[config.mk]
export PLATFORM = sky130hd
export DESIGN_NAME = imm_decode_pipe
export DESIGN_NICKNAME = d
export VERILOG_FILES = /design/src/rtl/imm_decode_pipe.sv
export SDC_FILE = /design/constraint.sdc
export NUM_CORES = 1
export LEC_CHECK = 0
export ABC_CLOCK_PERIOD_IN_PS = 3400
export BUFFER_PORTS_ARGS = -buffer_cell sky130_fd_sc_hd__buf_2
export CORE_MARGIN = 1
export CORE_UTILIZATION = 50
export CTS_BUF_LIST = sky130_fd_sc_hd__clkbuf_4 sky130_fd_sc_hd__clkbuf_8
export DETAILED_ROUTE_END_ITERATION = 8
export PLACE_DENSITY = 0.74
export SYNTH_ARGS = -nofsm -noshare
export SYNTH_HDL_FRONTEND = slang
export SYNTH_SLANG_ARGS = --single-unit
[constraint.sdc]
create_clock -name clk -period 3.4 [get_ports clk]
set_clock_uncertainty 0.05 [all_clocks]
set_input_delay 0.34 -clock clk [delete_from_list [all_inputs] [get_ports clk]]
set_output_delay 0.34 -clock clk [all_outputs]
set_load 0.05 [all_outputs]
[src/rtl/imm_decode_pipe.sv]
// RISC-V immediate decoder feeding a two-entry (output + skid) valid/ready pipeline.
// Each held entry carries the decoded immediate, format code, branch/jump target and illegal flag.
module imm_decode_pipe #(
  parameter int XLEN    = 32,
  parameter int SHAMT_W = 5
) (
  input  logic            clk,
  input  logic            rst_n,
  input  logic            flush,
  input  logic            in_valid,
  output logic            in_ready,
  input  logic [31:0]     in_instr,
  input  logic [XLEN-1:0] in_pc,
  output logic            out_valid,
  input  logic            out_ready,
  output logic [XLEN-1:0] out_imm,
  output logic [2:0]      out_fmt,
  output logic [XLEN-1:0] out_target,
  output logic            out_illegal
);

  typedef enum logic [2:0] {
    FMT_NONE  = 3'd0,
    FMT_I     = 3'd1,
    FMT_S     = 3'd2,
    FMT_B     = 3'd3,
    FMT_U     = 3'd4,
    FMT_J     = 3'd5,
    FMT_Z     = 3'd6,
    FMT_SHAMT = 3'd7
  } fmt_e;

  typedef struct packed {
    logic [XLEN-1:0] imm;
    logic [XLEN-1:0] tgt;
    fmt_e            fmt;
    logic            ill;
  } entry_t;

  logic [6:0]  opcode;
  logic [2:0]  funct3;
  logic        is_shift;
  logic [31:0] raw;
  fmt_e        dec_fmt;
  logic        dec_ill;
  entry_t      dec;

  assign opcode   = in_instr[6:0];
  assign funct3   = in_instr[14:12];
  assign is_shift = (funct3 == 3'b001) || (funct3 == 3'b101);

  // All formats fit in a 32-bit signed value; widening to XLEN is one sign extension.
  always_comb begin
    raw     = '0;
    dec_fmt = FMT_NONE;
    dec_ill = 1'b0;
    case (opcode)
      7'b0010011: begin
        if (is_shift) begin
          dec_fmt = FMT_SHAMT;
          raw     = 32'(in_instr[SHAMT_W+19:20]);
        end else begin
          dec_fmt = FMT_I;
          raw     = {{20{in_instr[31]}}, in_instr[31:20]};
        end
      end
      7'b0011011: begin
        if (is_shift) begin
          dec_fmt = FMT_SHAMT;
          raw     = 32'(in_instr[24:20]);
        end else if (XLEN == 64) begin
          dec_fmt = FMT_I;
          raw     = {{20{in_instr[31]}}, in_instr[31:20]};
        end else begin
          dec_ill = 1'b1;
        end
      end
      7'b0000011, 7'b1100111: begin
        dec_fmt = FMT_I;
        raw     = {{20{in_instr[31]}}, in_instr[31:20]};
      end
      7'b1110011: begin
        if (funct3[2]) begin
          dec_fmt = FMT_Z;
          raw     = 32'(in_instr[19:15]);
        end else begin
          dec_fmt = FMT_I;
          raw     = {{20{in_instr[31]}}, in_instr[31:20]};
        end
      end
      7'b0100011: begin
        dec_fmt = FMT_S;
        raw     = {{20{in_instr[31]}}, in_instr[31:25], in_instr[11:7]};
      end
      7'b1100011: begin
        dec_fmt = FMT_B;
        raw     = {{19{in_instr[31]}}, in_instr[31], in_instr[7], in_instr[30:25],
                   in_instr[11:8], 1'b0};
      end
      7'b0110111, 7'b0010111: begin
        dec_fmt = FMT_U;
        raw     = {in_instr[31:12], 12'b0};
      end
      7'b1101111: begin
        dec_fmt = FMT_J;
        raw     = {{11{in_instr[31]}}, in_instr[31], in_instr[19:12], in_instr[20],
                   in_instr[30:21], 1'b0};
      end
      7'b0110011, 7'b0111011, 7'b0001111: begin
        dec_fmt = FMT_NONE;
      end
      default: begin
        dec_ill = 1'b1;
      end
    endcase
  end

  always_comb begin
    dec.imm = XLEN'($signed(raw));
    dec.tgt = in_pc + XLEN'($signed(raw));
    dec.fmt = dec_fmt;
    dec.ill = dec_ill;
  end

  entry_t out_q, out_d, skid_q, skid_d;
  logic   out_valid_q, out_valid_d, skid_valid_q, skid_valid_d;
  logic   accept;

  // in_ready depends only on the skid flop, so out_ready never reaches it combinationally.
  assign accept = in_valid && !skid_valid_q && !flush;

  always_comb begin
    out_d        = out_q;
    skid_d       = skid_q;
    out_valid_d  = out_valid_q;
    skid_valid_d = skid_valid_q;
    if (flush) begin
      out_valid_d  = 1'b0;
      skid_valid_d = 1'b0;
    end else if (!out_valid_q || out_ready) begin
      if (skid_valid_q) begin
        out_d        = skid_q;
        out_valid_d  = 1'b1;
        skid_valid_d = 1'b0;
      end else begin
        out_valid_d = accept;
        if (accept) begin
          out_d = dec;
        end
      end
    end else if (accept) begin
      skid_d       = dec;
      skid_valid_d = 1'b1;
    end
  end

  always_ff @(posedge clk or negedge rst_n) begin
    if (!rst_n) begin
      out_q        <= '0;
      skid_q       <= '0;
      out_valid_q  <= 1'b0;
      skid_valid_q <= 1'b0;
    end else begin
      out_q        <= out_d;
      skid_q       <= skid_d;
      out_valid_q  <= out_valid_d;
      skid_valid_q <= skid_valid_d;
    end
  end

  assign in_ready    = !skid_valid_q;
  assign out_valid   = out_valid_q;
  assign out_imm     = out_q.imm;
  assign out_fmt     = out_q.fmt;
  assign out_target  = out_q.tgt;
  assign out_illegal = out_q.ill;

endmodule

==> results of run 1 <==
[cells in the mapped netlist, drive strengths merged, types with 14 or more instances]
cell,instances,area (um2)
dfrtp,138,3453
inv,26,97.59
a31oi,14,87.58
xnor2,17,148.9
ha,31,387.9
a21oi,81,409.1
mux2,31,349.1
xor2,14,122.6
o21ai,115,575.6
a21o,24,192.7
nand3,17,85.08
nor2,51,191.4
nand2,139,524.3
clkbuf,46,172.7
mux2i,22,220.2
[worst paths after layout]
path	to	slack, ps	depth (start not counted)
max	skid_q[32]$_DFFE_PN0P_	-120	17
min	out_valid$_DFFE_PN0N_	50	2
max reg2reg	out_imm[18]$_DFFE_PN0P_	1390	4
min reg2reg	out_target[4]$_DFFE_PN0P_	420	2
max in group asynchronous	out_target[23]$_DFFE_PN0P_	2010	3
min in group asynchronous	out_imm[13]$_DFFE_PN0P_	440	2
[final cells by class]
cell class,instances,area (um2)
clock buffer,22,290.3
clock inverter,10,141.4
fill,1176,4436
inverter,26,97.59
multi-input combinational,667,4628
sequential,138,3455
tap,211,264.0
timing repair buffer,304,2003
[stage by stage]
stage / setup TNS (ps) / worst slack, ps / std cells
5_1_grt: -2400 / -221.5 / 1378
6_report: -451.4 / -121.6 / 1378
2_1_floorplan: -664.9 / -149.2 / 886
4_1_cts: -10.98 / -10.98 / 1364
3_5_place_dp: -16110 / -551.9 / 1331
3_3_place_gp: -12990 / -478.1 / 1331
[where the power goes]
group | internal (mW) | switching [mW]
Combinational | 0.395 | 0.756
Sequential | 1.84 | 0.113
Clock | 0.801 | 0.668
Total | 3.04 | 1.54
[repair_timing]
item,4_1_cts,5_1_grt
hold buffers,1,0
endpoints found under the hold margin,79,0
cloned,0,0
setup buffers,0,14
gates resized for setup,4,85
pin swaps,0,30
endpoints found under the setup margin,4,36
[layer usage]
| layer | up-vias | wire length [um] |
|---|---|---|
| met2 | 263 | 12040 |
| met4 | 0 | 780 |
| met3 | 54 | 1297 |
| li1 | 3647 | - |
| met5 | - | 0 |
| met1 | 3655 | 10130 |
[critical path, cell delays in order]
cell and delay, ps:
buf_6 90, or3b_4 400, a2111oi_4 440, a31o_2 200, a21oi_2 60, inv_1 80
ha_2 190, inv_2 50, fa_2 400, nor2b_2 160, o2111ai_2 160, a211oi_2 300
a211o_4 200, a21oi_4 90, o41ai_2 240, xor2_1 150, mux2_2 280
[sequential cells by signal, summed over array words and instances, names as in the netlist]
signal	cells
skid_q	68
out_target	32
out_fmt	3
out_illegal	1
out_valid	1
skid_valid_q	1
out_imm	32
[kinds of logic (layout without fill, tap and decap cells)]
family                   count (synthesis)  after routing  synth area share, %
flip-flops                             138            138                43.56
buffers and inverters                   81            362                4.119
AO/OA/AOI/OAI                          291            291                22.24
AND/OR/NAND/NOR                        260            260                14.33
adder cells (fa/ha/maj)                 32             32                5.145
XOR/XNOR                                31             31                3.425
multiplexers                            53             53                7.181
==> flow_metrics.env, run 1 <==
export IMPL_grt_max_degree=83
export IMPL_final_hold_viol_count=0
export IMPL_min_delay_start="flush"
export IMPL_grt_busiest_layer="met2"
export IMPL_first_iter_violations=545
export IMPL_wl_per_cell_um=17.60
export IMPL_cts_tree="done"
export IMPL_path_clk_slew_ps=80
export IMPL_gp_congestion=0.8891
export IMPL_cts_buffers_inserted=17
export IMPL_gr_total_overflow=0
export IMPL_netlist_instances=886
export IMPL_cap_viol_max_count=0
export IMPL_ys_seq_area_share_pct=43.56
export IMPL_power_density_nw_per_um2=420.7
export IMPL_wl_um=24250
export IMPL_nets=1255
export IMPL_antenna_cells=0
export IMPL_syn_nets=987
export IMPL_ys_flop_type="dfrtp_1"
export IMPL_clockBufferDepth=2
export IMPL_port_buffers=138
export IMPL_rsz0062_at_grt="true"
export IMPL_violations="setup timing"
export IMPL_syn_area_um2=7928
export IMPL_grt_pass1_vias=7426
export IMPL_use_met3_pct=5.467
export IMPL_tightest_slew_ps=755.0
export IMPL_core_area_um2=15310
export IMPL_leakage_nw=5.506
export IMPL_use_met1_pct=37.57
export IMPL_dp_hpwl_um=17710
export IMPL_worstPathArrival_ps=3820
export IMPL_outcome="finished, violations left"
export IMPL_endpoint_kind="flop"
export IMPL_startpoint="in_instr[2]"
export IMPL_final_common_cell="buf_4"
export IMPL_peakVddDrop_uv=311.7
export IMPL_dieArea_um2=16360
export IMPL_drive_above_1_share_pct=39.07
export IMPL_setup_viol=8
export IMPL_ioPinCount=139
export IMPL_die_w_um=127.9
export IMPL_min_period_over_period_pct=103.6
export IMPL_max_slew_margin_rel_pct=49.67
export IMPL_start_kind="input pin"
export IMPL_syn_to_final_growth_pct=37.23
export IMPL_min_period_ps=3522
export IMPL_rr_startpoint="out_valid$_DFFE_PN0N_"
export IMPL_yosys_warnings=0
export IMPL_rows=45
export IMPL_p_total_mw=4.577
export IMPL_cts_root_buf="clkbuf_8"
export IMPL_final_area_um2=10880
export IMPL_most_common_layout_cells="160 x buf_4, 137 x dfrtp_1, 136 x nand2_1"
export IMPL_slew_violations=0
export IMPL_synth_enable_flop_cells=0
export IMPL_whs_ps=46.83
export IMPL_cp_required_ps=3700
export IMPL_postRouteAntennaNets=0
export IMPL_worst_slack_ps=-121.6
export IMPL_hold_class="in -> reg"
export IMPL_ys_seq_elements=138
export IMPL_start_util_pct=51.76
export IMPL_vias=7619
export IMPL_clk_latency_ps=470
export IMPL_place_area_um2=9937
export IMPL_track_usage_pct=30.27
export IMPL_max_freq_mhz=284.0
export IMPL_path_class="in -> reg"
export IMPL_avgSynthCellArea_um2=8.948
export IMPL_clock_sinks=138
export IMPL_grt_pass1_wl_um=37650
export IMPL_cts_htree_levels=4
export IMPL_synthArstFlopShare_pct=100.0
export IMPL_met2_usage_pct=52.40
export IMPL_post_synth_num_cell_types=59
export IMPL_antenna_found_initial=0
export IMPL_drc=0
export IMPL_first_pass_iters=7
export IMPL_viasPerCell=5.529
export IMPL_die_h_um=127.9
export IMPL_fin_util_pct=71.04
export IMPL_path_max_fanout=6
Note: power is estimated with default switching activity, not from simulation.
==> run 2, diff against run 1 <==
- ABC_AREA: default -> 1
- PLACE_DENSITY: 0.74 -> 0.73
==> run 2 against run 1 <==
  * The flow now finishes without violations
  * Area after synthesis rose by 8.0%
  * Worst hold slack improved by 83 ps
  * Final cell count is 16% higher
  * Via count up 9.5%
  * Wire length increased by 2.5%
  * Sequential power grew 3%
  * First-iteration DRC count is 19% higher
  * Critical path depth increased by 3
  * Count of clock-buffer cells in the layout fell by 4
  * Critical endpoint is now out_target[18]$_DFFE_PN0P_
  * Largest cell class unchanged
==> flow_metrics.env, run 2 <==
export IMPL_first_iter_violations=650
export IMPL_syn_nets=1323
export IMPL_min_period_over_period_pct=88.60
export IMPL_dp_slack_ps=-2.368
export IMPL_yosys_area_top_type="dfrtp_1"
export IMPL_cts_root_buf="clkbuf_8"
export IMPL_postRouteAntennaNets=0
export IMPL_peakVddDrop_uv=259.5
export IMPL_cts_buffers_inserted=17
export IMPL_fillCellCount=1623
export IMPL_gr_total_overflow=0
export IMPL_postCtsSetupBuffers=0
export IMPL_tightest_slew_ps=1000
export IMPL_p_int_mw=3.122
export IMPL_syn_to_final_growth_pct=17.13
export IMPL_die_w_um=132.8
export IMPL_port_buffers=138
export IMPL_r2r_end="out_imm[1]$_DFFE_PN0P_"
export IMPL_antenna_cells=0
export IMPL_whs_ps=129.9
export IMPL_synthArstFlopShare_pct=100.0
export IMPL_final_hold_viol_count=0
export IMPL_clk_latency_ps=460
export IMPL_synth_simple_gate_area_share_pct=29.00
export IMPL_holdPathStages=3
export IMPL_worst_slack_ps=387.6
export IMPL_viasPerCell=5.239
export IMPL_holdBufCountCts=1
export IMPL_ys_seq_elements=138
export IMPL_start_util_pct=51.43
export IMPL_p_total_mw=4.789
export IMPL_synth_compound_area_share_pct=16.08
export IMPL_synth_top_family_by_area="simple AND/OR/NAND/NOR gates"
export IMPL_start_kind="input pin"
export IMPL_gp_congestion=0.9377
export IMPL_most_common_layout_cells="356 x nand2_1, 137 x buf_2, 137 x dfrtp_1"
export IMPL_post_cts_resized=0
export IMPL_ys_flop_type="dfrtp_1"
export IMPL_track_usage_pct=29.57
export IMPL_avgSynthCellArea_um2=7.004
export IMPL_slew_violations=0
export IMPL_cts_htree_levels=4
export IMPL_nets=1460
export IMPL_hold_class="in -> reg"
export IMPL_p_comb_share_pct=24.7
export IMPL_min_delay_start="in_valid"
export IMPL_setup_viol=0
export IMPL_cap_viol_max_count=0
export IMPL_syn_area_um2=8559
export IMPL_cp_required_ps=3720
export IMPL_ioPinCount=139
export IMPL_min_to="skid_valid_q$_DFFE_PN0P_"
export IMPL_outcome="finished, final reports clean"
export IMPL_setup_tns_ps=0
export IMPL_synthMuxAreaShare_pct=0
export IMPL_grt_max_degree=95
export IMPL_drive_above_1_share_pct=17.93
export IMPL_dieArea_um2=17650
export IMPL_worstPathArrival_ps=3330
export IMPL_rsz0062_at_grt="false"
export IMPL_p_sw_mw=1.667
export IMPL_wl_um=24850
export IMPL_drc=0
export IMPL_regMostFlops="skid_q"
export IMPL_synth_top_cell_area_share_pct=40.34
export IMPL_yosys_warnings=0
export IMPL_post_synth_num_cell_types=40
export IMPL_cts_tree="done"
export IMPL_endpoint_kind="flop"
export IMPL_grt_pass1_wl_um=40380
export IMPL_synthAdderAreaFrac_pct=4.765
export IMPL_clockBufferDepth=2
export IMPL_clkPwrFrac_pct=33.1
export IMPL_first_pass_iters=5
export IMPL_path_clk_slew_ps=80
export IMPL_leakage_nw=5.535
export IMPL_crit_chain="buf_2 -> nand2_2 -> inv_2 -> nand2_2 -> nor2_2 -> nor2_4 -> nand3_2 -> nand2_4 -> nand2_8 -> a21oi_1 -> inv_1 -> ha_1 -> nand4_1 -> nor3_1 -> nand4_1 -> nand3_1 -> nand2_1 -> nand2_1 -> nor2_1 -> o21ai_0"
export IMPL_grt_pass1_vias=7899
export IMPL_switching_share_pct=34.82
export IMPL_synth_enable_flop_cells=0
export IMPL_fin_cells=1592
export IMPL_r2r_setup_slack_ps=1270
export IMPL_max_freq_mhz=332.0
export IMPL_path_class="in -> reg"
export IMPL_netlist_top_cells_count="357 x nand2_1, 138 x dfrtp_1, 133 x nor2_1, 127 x inv_1, 120 x o21ai_0"
export IMPL_antenna_found_initial=0
export IMPL_seqPwrFrac_pct=42.3
export IMPL_ys_seq_area_share_pct=40.34
export IMPL_final_common_cell="nand2_1"
export IMPL_min_period_ps=3012
export IMPL_dp_hpwl_um=18440
export IMPL_clock_sinks=138
export IMPL_largest_reg_flops=68
export IMPL_numPlacedInstances=1559
export IMPL_synth_most_common_cell="nand2_1"
export IMPL_rr_startpoint="skid_valid_q$_DFFE_PN0P_"
export IMPL_die_h_um=132.8
export IMPL_path_max_fanout=19
export IMPL_vias=8341
export IMPL_cpPeakStageDelay_ps=440
export IMPL_max_slew_margin_rel_pct=33.33
export IMPL_wl_per_cell_um=15.61
export IMPL_synth_xor_area_share_pct=1.330
export IMPL_power_density_nw_per_um2=477.7
export IMPL_netlist_instances=1222
export IMPL_core_area_um2=16640
export IMPL_reg2reg_depth=7
export IMPL_rows=47
export IMPL_critPathSlowestCell="ha_1"
export IMPL_yosys_top_cells_area="dfrtp_1 40%, nand2_1 16%, o21ai_0 7.0%"
==> run 2: logic make-up (layout without fill, tap and decap cells) <==
kind of cell,count (synthesis),count (layout)
flip-flops,138,138
XOR/XNOR,13,13
adder cells (fa/ha/maj),32,32
AND/OR/NAND/NOR,601,601
AO/OA/AOI/OAI,251,251
buffers and inverters,187,337
==> run 2: through the flow <==
stage                     util, %  instance area (um2)
after floorplan                 -                 8559
after global placement      57.37                 9548
after detailed placement    57.37                 9548
after CTS                   60.24                10030
after global routing        60.24                10030
final                       60.24                10030
==> run 2: worst max-delay path by stage <==
stage,to,start,slack [ps],cells past startpoint
final,out_target[18]$_DFFE_PN0P_,in_instr[1],390,20
after global routing,out_target[18]$_DFFE_PN0P_,in_instr[1],60,20
after CTS,out_target[18]$_DFFE_PN0P_,in_instr[1],460,20
after detailed placement,out_target[18]$_DFFE_PN0P_,in_instr[1],-2,20
after global placement,out_target[26]$_DFFE_PN0P_,in_instr[1],40,22
after floorplan,out_target[30]$_DFFE_PN0P_,in_instr[1],520,23
==> run 2: power by group through the flow <==
stage | clock [mW] | combinational [mW] | sequential (mW)
2_1_floorplan | 0 | 0.476 | 2.39
3_3_place_gp | 0 | 1.17 | 2.04
3_5_place_dp | 0 | 1.18 | 2.05
4_1_cts | 1.61 | 1.18 | 2.02
5_1_grt | 1.67 | 1.30 | 2.05
6_report | 1.58 | 1.18 | 2.02
==> run 2: critical path, delay by kind of cell <==
family / cells / cell delay, ps
simple gates: 14 / 1850
compound gates: 2 / 420
buf+inv: 3 / 250
fa+ha+maj: 1 / 440
==> run 2: routing by layer <==
layer / up-vias / GRT usage [%] / wire length, um
li1: 4195 / - / -
met1: 3808 / 41.22 / 11410
met2: 294 / 45.99 / 11180
met3: 44 / 5.057 / 1647
met4: 0 / 11.17 / 609
met5: - / 0 / 0
==> run 2: layout make-up <==
cell class / count / area [um2] / area share (%)
Clock buffer: 18 / 247.7 / 2.471
Clock inverter: 14 / 220.2 / 2.196
Inverter: 140 / 525.5 / 5.241
Multi-Input combinational cell: 897 / 4388 / 43.77
Sequential cell: 138 / 3455 / 34.46
Tap cell: 220 / 275.3 / 2.746
Timing Repair Buffer: 165 / 914.6 / 9.123
==> run 3, diff against run 2 <==
- CORE_MARGIN: 1 -> 4
- CTS_BUF_LIST: sky130_fd_sc_hd__clkbuf_4 sky130_fd_sc_hd__clkbuf_8 -> default
==> run 3 against run 2 <==
  * Sequential power is essentially flat
  * Global-route usage is 2.8 points lower
  * Worst hold slack better by 18 ps
  * Flip-flop and latch count unchanged
  * Die area is 9.2% higher
  * Critical path depth stayed put
  * Count of clock-buffer cells in the layout is 2 higher
==> flow_metrics.env, run 3 (same netlist as run 2, synthesis figures left out) <==
export IMPL_outcome="finished, final reports clean"
export IMPL_final_area_um2=10120
export IMPL_post_cts_resized=0
export IMPL_die_w_um=138.8
export IMPL_path_clk_slew_ps=60
export IMPL_fillCellCount=1606
export IMPL_max_freq_mhz=317.9
export IMPL_max_slew_margin_rel_pct=40.09
export IMPL_rsz0062_at_grt="false"
export IMPL_p_int_mw=3.322
export IMPL_start_util_pct=51.25
export IMPL_clkPwrFrac_pct=36.1
export IMPL_endpoint_kind="flop"
export IMPL_dieArea_um2=19280
export IMPL_min_delay_start="in_valid"
export IMPL_clock_sinks=138
export IMPL_drive_above_1_share_pct=17.54
export IMPL_min_to="skid_valid_q$_DFFE_PN0P_"
export IMPL_cts_htree_levels=4
export IMPL_first_iter_violations=638
export IMPL_grt_pass1_wl_um=42010
export IMPL_slew_violations=0
export IMPL_grt_pass1_vias=8299
export IMPL_drc=0
export IMPL_cts_buffers_inserted=17
export IMPL_postCtsSetupBuffers=0
export IMPL_p_total_mw=5.032
export IMPL_cts_tree="done"
export IMPL_largest_reg_flops=68
export IMPL_final_common_cell="nand2_1"
export IMPL_grt_max_degree=71
export IMPL_path_max_fanout=19
export IMPL_r2r_setup_slack_ps=740
export IMPL_gp_congestion=0.9696
export IMPL_viasPerCell=5.348
export IMPL_postRouteAntennaNets=0
export IMPL_antenna_found_initial=0
export IMPL_first_pass_iters=5
export IMPL_reg2reg_depth=7
export IMPL_dp_hpwl_um=19330
export IMPL_wl_per_cell_um=16.15
export IMPL_holdBufCountCts=1
export IMPL_clk_latency_ps=420
export IMPL_hold_class="in -> reg"
export IMPL_setup_viol=0
export IMPL_track_usage_pct=26.80
export IMPL_switching_share_pct=33.99
export IMPL_ioPinCount=139
export IMPL_min_period_over_period_pct=92.52
export IMPL_die_h_um=138.8
export IMPL_regMostFlops="skid_q"
export IMPL_wl_um=25640
export IMPL_rr_startpoint="skid_valid_q$_DFFE_PN0P_"
export IMPL_antenna_cells=0
export IMPL_start_kind="input pin"
export IMPL_clockBufferDepth=2
export IMPL_place_area_um2=9543
export IMPL_nets=1457
export IMPL_r2r_end="out_target[2]$_DFFE_PN0P_"
export IMPL_p_comb_share_pct=23.6
export IMPL_worstPathArrival_ps=3420
export IMPL_most_common_layout_cells="356 x nand2_1, 137 x buf_2, 137 x dfrtp_1"
export IMPL_path_class="in -> reg"
export IMPL_tightest_slew_ps=893.1
export IMPL_vias=8493
export IMPL_holdPathStages=3
export IMPL_power_density_nw_per_um2=497.2
export IMPL_min_period_ps=3146
export IMPL_cap_viol_max_count=0
export IMPL_rows=47
export IMPL_gr_total_overflow=0
export IMPL_p_sw_mw=1.710
export IMPL_leakage_nw=5.572
export IMPL_setup_tns_ps=0
export IMPL_syn_to_final_growth_pct=18.26
export IMPL_cp_required_ps=3680
export IMPL_core_area_um2=16700
export IMPL_peakVddDrop_uv=349.1
export IMPL_seqPwrFrac_pct=40.3
export IMPL_port_buffers=138
export IMPL_final_hold_viol_count=0
export IMPL_cts_root_buf="clkbuf_16"
-- run 3: cell type report --
type	instances	area, um2	area share, %
Multi-Input combinational cell	897	4393	43.40
Clock buffer	20	446.7	4.413
Clock inverter	11	122.6	1.211
Sequential cell	138	3455	34.13
Tap cell	220	275.3	2.719
Timing Repair Buffer	162	904.6	8.937
Inverter	140	525.5	5.192
-- run 3: how the worst max path moves through the flow --
stage | from | to | depth (start not counted) | slack [ps]
2_1_floorplan | in_instr[1] | out_target[30]$_DFFE_PN0P_ | 23 | 520
3_3_place_gp | in_instr[1] | out_target[18]$_DFFE_PN0P_ | 20 | -50
3_5_place_dp | in_instr[1] | out_target[18]$_DFFE_PN0P_ | 20 | -50
4_1_cts | in_instr[1] | out_target[18]$_DFFE_PN0P_ | 20 | 340
5_1_grt | in_instr[1] | out_target[18]$_DFFE_PN0P_ | 20 | 10
6_report | in_instr[1] | out_target[18]$_DFFE_PN0P_ | 20 | 250
-- run 3: layer usage --
| metal | vias to the layer above | track usage, % | wire [um] |
|---|---|---|---|
| met1 | 3926 | 37.82 | 11790 |
| met5 | - | 0 | 0 |
| li1 | 4204 | - | - |
| met2 | 317 | 41.83 | 11440 |
| met4 | 0 | 9.475 | 677 |
| met3 | 46 | 4.655 | 1734 |
-- run 3: through the flow --
stage               util (%)  setup slack (ps)  cells  hold WS (ps)
floorplan                  -             524.2   1222        -5.591
global placement       57.14            -49.60   1556         341.3
detailed placement     57.14            -53.29   1556         341.2
CTS                    60.61             339.9   1588         134.7
global route           60.61             11.24   1588         163.1
finish                 60.61             254.4   1588         147.6
-- run 3: power groups by stage --
stage | Combinational [mW] | Clock [mW] | Sequential (mW)
floorplan | 0.476 | 0 | 2.39
global placement | 1.17 | 0 | 2.04
detailed placement | 1.18 | 0 | 2.05
CTS | 1.19 | 1.83 | 2.03
global route | 1.30 | 1.92 | 2.06
finish | 1.19 | 1.82 | 2.03
-- run 3: worst max-delay path, cell delays in order --
cell and delay, ps:
buf_2 100, nand2_2 90, inv_2 60, nand2_2 90
nor2_2 50, nor2_4 120, nand3_2 120, nand2_4 140
nand2_8 130, a21oi_1 220, inv_1 110, ha_1 430
nand4_1 250, nor3_1 420, nand4_1 240, nand3_1 140
nand2_1 70, nand2_1 80, nor2_1 40, o21ai_0 170
